==> config.mk <==
export PLATFORM = sky130hd
export DESIGN_NAME = receiver
export DESIGN_NICKNAME = d
export VERILOG_FILES = /design/src/rtl/nextasic_pkg.sv /design/src/rtl/receiver_bit_sync.sv /design/src/rtl/receiver.sv
export SDC_FILE = /design/constraint.sdc
export NUM_CORES = 1
export LEC_CHECK = 0
export ABC_CLOCK_PERIOD_IN_PS = 4900
export CAP_MARGIN = 20
export CORE_MARGIN = 8
export CORE_UTILIZATION = 52
export CTS_CLUSTER_SIZE = 10
export DETAILED_ROUTE_END_ITERATION = 10
export PLACE_DENSITY = 0.76
export SLEW_MARGIN = 25
export SYNTH_ARGS = -nofsm -noshare
export SYNTH_HDL_FRONTEND = slang
export SYNTH_SLANG_ARGS = --single-unit
==> constraint.sdc <==
create_clock -name clk -period 4.9 [get_ports clk]
set_clock_uncertainty 0.1 [all_clocks]
set_input_delay 0.98 -clock clk [delete_from_list [all_inputs] [get_ports clk]]
set_output_delay 0.98 -clock clk [all_outputs]
set_load 0.01 [all_outputs]
==> src/rtl/nextasic_pkg.sv <==
// Shared definitions for the NeXT ASIC link (receiver and Sender).
package nextasic_pkg;

  // Payload width shared by Sender and receiver
  localparam int DEFAULT_DATA_WIDTH = 40;

  // Start bit + payload + stop bit
  localparam int FRAME_BITS = DEFAULT_DATA_WIDTH + 2;

  typedef enum logic [1:0] {
    IDLE,
    DATA,
    STOP,
    BREAK
  } rx_state_t;

endpackage

==> src/rtl/receiver_bit_sync.sv <==
// N-flop synchronizer with a reset value of 1, for idle-high inbound link lines.
module bit_sync #(
  parameter int STAGES = 2
) (
  input  logic clk,
  input  logic rst_n,
  input  logic d,
  output logic q
);

  logic [STAGES-1:0] ff;

  // Shift the asynchronous input through the flop chain
  always_ff @(posedge clk or negedge rst_n) begin
    if (!rst_n) begin
      ff <= '1;
    end else begin
      ff <= {ff[STAGES-2:0], d};
    end
  end

  assign q = ff[STAGES-1];

endmodule

==> src/rtl/receiver.sv <==
// Serial-to-parallel receive stage: deframes start/payload/stop words from the
// NeXT host line and presents them through a one-entry valid/ready holding register.
module receiver
  import nextasic_pkg::*;
#(
  parameter int DATA_WIDTH  = DEFAULT_DATA_WIDTH,
  parameter int SYNC_STAGES = 2
) (
  input  logic                  clk,
  input  logic                  rst_n,
  input  logic                  sin,
  output logic [DATA_WIDTH-1:0] data,
  output logic                  data_valid,
  input  logic                  data_ready,
  output logic                  overrun,
  output logic                  framing_error,
  output logic                  busy
);

  localparam int CW = $clog2(DATA_WIDTH + 1);

  logic                  s;
  rx_state_t             state;
  logic [DATA_WIDTH-1:0] shift;
  logic [CW-1:0]         cnt;

  bit_sync #(
    .STAGES(SYNC_STAGES)
  ) u_sync (
    .clk  (clk),
    .rst_n(rst_n),
    .d    (sin),
    .q    (s)
  );

  // Frame FSM, shift register, bit counter and holding register with registered flags
  always_ff @(posedge clk or negedge rst_n) begin
    if (!rst_n) begin
      state         <= IDLE;
      shift         <= '0;
      cnt           <= '0;
      data          <= '0;
      data_valid    <= 1'b0;
      overrun       <= 1'b0;
      framing_error <= 1'b0;
      busy          <= 1'b0;
    end else begin
      overrun       <= 1'b0;
      framing_error <= 1'b0;

      // Consumer handshake; a same-edge load below overrides the clear
      if (data_valid && data_ready) begin
        data_valid <= 1'b0;
      end

      case (state)
        IDLE: begin
          if (!s) begin
            state <= DATA;
            cnt   <= '0;
            busy  <= 1'b1;
          end
        end
        DATA: begin
          shift <= {shift[DATA_WIDTH-2:0], s};
          if (cnt == CW'(DATA_WIDTH - 1)) begin
            cnt   <= CW'(DATA_WIDTH);
            state <= STOP;
          end else begin
            cnt <= cnt + CW'(1);
          end
        end
        STOP: begin
          busy <= 1'b0;
          if (s) begin
            state <= IDLE;
            if (!data_valid || data_ready) begin
              data       <= shift;
              data_valid <= 1'b1;
            end else begin
              overrun <= 1'b1;
            end
          end else begin
            framing_error <= 1'b1;
            state         <= BREAK;
          end
        end
        BREAK: begin
          if (s) begin
            state <= IDLE;
          end
        end
        default: begin
          state <= IDLE;
          busy  <= 1'b0;
        end
      endcase
    end
  end

endmodule

==> impl_metrics.json <==
{
  "via_count": 2280,
  "post-route-period-util_pct": 52.9,
  "dp_hpwl_microns": 4240,
  "filler_cell_count": 521,
  "met2_wirelength_microns": 3180,
  "yosysUniqueCellTypes": 31,
  "timing_worst_setup_path_type": "in -> reg",
  "synth_warn": 0,
  "grt_usage_pct": 14.3,
  "slew_violations": 0,
  "fin_setup_tns_ns": 0,
  "postSynth.asyncResetShare_pct": 100,
  "yosysMostFrequentCell": "nand2_1",
  "rsz0062_at_grt": "false",
  "drt_iter0_drc": 110,
  "seq_area_sq_mm": 0.00235,
  "max_clock_freq_mhz": 386,
  "route.final.wire_length_microns": 6500,
  "end_kind": "flop",
  "nets_final": 359,
  "drt_pass1_iterations": 5,
  "synthesis.area_per_instance_sq_um": 11.7,
  "cts.root.buffer_cell": "clkbuf_8",
  "dr_wl_cell_microns": 14.8,
  "core.rowCount": 30,
  "stdcell_count": 439,
  "vdd_drop_max_mv": 0.212,
  "final_layout_size_suffix_gt1_share_pct": 17.0,
  "cts_inserted_buffers": 9,
  "netlist_top_cells_count": "nand2_1, dfrtp_1, mux2_2",
  "clkSinkCount": 94,
  "core_sq_mm": 0.00676,
  "cts_buffer_depth": 2,
  "die_height_microns": 99.5,
  "power_uw": 1830,
  "placed_cells": 423,
  "hold_viol": 0,
  "buffers_inserted_during_post_cts_setup_optimization": 0,
  "synth_edf_count": 0,
  "die-width_microns": 99.5,
  "number_of_synthesized_register_bits": 94,
  "clock_insertion_delay_worst_skew_ns": 0.36,
  "leakagePower_uw": 0.00211,
  "gpl.final_weighted_congestion": 0.783,
  "sequential_to_total_area_share_from_yosys_stat_pct": 65.0,
  "crit_fanout": 23,
  "path_clk_slew_ns": 0.09,
  "grt_pass1_wl_microns": 11200,
  "post_synth_main_area_contributors": "dfrtp_1, nand2_1, mux2_2",
  "die_area_sq_mm": 0.00990,
  "wl_met3_microns": 306,
  "synthCells": 309,
  "worst_slew_pin_slew_ns": 0.916,
  "ant_nets": 0,
  "start_util_pct": 53.6,
  "status": "completed",
  "synth_nets": 314,
  "multi_input_gate_area_sq_mm": 0.00116,
  "vias_per_cell": 5.19,
  "worstPathArrival_ns": 2.75,
  "number_of_global_route_vias_before_repair": 2292,
  "slew_headroom_pct": 38.8,
  "netlist.top_cell.by_area": "dfrtp_1",
  "numPortBuffers": 47,
  "grt_overflow_total": 0,
  "maxCapViolCount": 0,
  "drc": 0,
  "top_level_ports": 48,
  "hold_buffers": 0,
  "cts_tree": "done",
  "highest_routed_layer": "met4",
  "netlist.area_leader.share_pct": 63.5,
  "htreeDepth": 3,
  "crit_required_ns": 5.06,
  "antenna_found_initial": 0,
  "maximum_number_of_pins_on_one_net_before_global_route_repair": 49,
  "netlist_area_sq_mm": 0.00362,
  "cts.repair.resized": 0,
  "setup.worst_path.start_class": "input port",
  "synth_flop_cell": "dfrtp_1",
  "antennaDiodeCount": 0,
  "layout-area-overhead-vs-synth_pct": 19.1,
  "routedLengthMet1_microns": 2900,
  "finalWorstPathRequiredPeriod_ns": 2.59,
  "power_density_mw_per_mm2": 424,
  "hold_path.class": "reg -> reg",
  "setup_viol": 0
}
## per-stage QoR
step	setup slack, ns	cell area (sq um)	hold WS [ns]	utilization [%]
2_1_floorplan	2.88	3620	0.245	-
3_3_place_gp	1.75	4100	0.245	60.7
3_5_place_dp	1.91	4130	0.247	61.1
4_1_cts	2.30	4320	0.260	63.9
5_1_grt	2.23	4320	0.268	63.9
6_report	2.31	4320	0.260	63.9
## critical path, stage by stage
cell             delay, ns
clkdlybuf4s50_1       0.45
nand2b_1              0.15
nor2b_4               0.54
buf_16                0.25
mux2_2                0.36
## cell families (layout without fill, tap and decap cells)
| group | after synthesis | after routing | share of synthesized area (%) |
|---|---|---|---|
| compound gates | 13 | 13 | 2.76 |
| mux | 42 | 42 | 13.0 |
| buf+inv | 18 | 68 | 3.24 |
| flops | 94 | 94 | 65.0 |
| simple gates | 141 | 141 | 15.7 |
| fa+ha+maj | 1 | 1 | 0.345 |
## final timing paths
| check | slack (ns) | from | endpoint | cells past startpoint |
|---|---|---|---|---|
| setup / recovery | 2.31 | data_ready | data[23] | 5 |
| hold / removal | 0.26 | u_sync.ff[0] | u_sync.ff[1] | 0 |
| setup reg to reg | 2.75 | u_sync.ff[1] | data[23] | 4 |
| hold reg to reg | 0.26 | u_sync.ff[0] | u_sync.ff[1] | 0 |
| max in group asynchronous | 3.20 | rst_n | data[25] | 2 |
| min in group asynchronous | 0.51 | rst_n | busy | 1 |
## final cells by class
class                   instances  area share (%)
repair buffers                 49            11.7
well taps                      80            2.32
flip-flops and latches         94            54.6
clock inverters                 6            1.07
inverters                       3           0.261
clock buffers                  10            3.19
multi-input cells             197            26.9
## placed cells by master, fill, tap and decap left out, drive strengths merged
master,synthesis,routed
nand2b,2,2
nand2,125,125
clkdlybuf4s50,0,46
nand3b,2,2
nor2,6,6
and4b,1,1
or3,1,1
o21a,2,2
and4,1,1
o2bb2ai,2,2
inv,3,4
nand3,1,1
clkinvlp,0,2
nor2b,2,2
a21o,1,1
buf,11,3
mux2i,2,2
a21oi,2,2
a22o,1,1
o22ai,1,1
a32o,1,1
mux2,40,40
dfrtp,92,92
dfstp,2,2
o22a,1,1
ha,1,1
a211o,1,1
clkinv,0,3
clkbuf,4,10
a211oi,1,1
## metal layers
| layer | global-route usage [%] | vias up |
|---|---|---|
| li1 | - | 1097 |
| met1 | 17.9 | 1132 |
| met2 | 22.4 | 40 |
| met3 | 4.12 | 11 |
| met4 | 6.52 | 0 |
| met5 | 0 | - |
## power breakdown
group          switching (uW)  internal, uW
combinational             171           157
clock                     271           201
sequential                110           919
## state kept, by name (all words and copies together) (netlist names)
signal         cells
cnt                6
shift             40
framing_error      1
u_sync.ff          2
busy               1
data              40
data_valid         1
state              2
overrun            1
(Power assumes the default switching activity.)
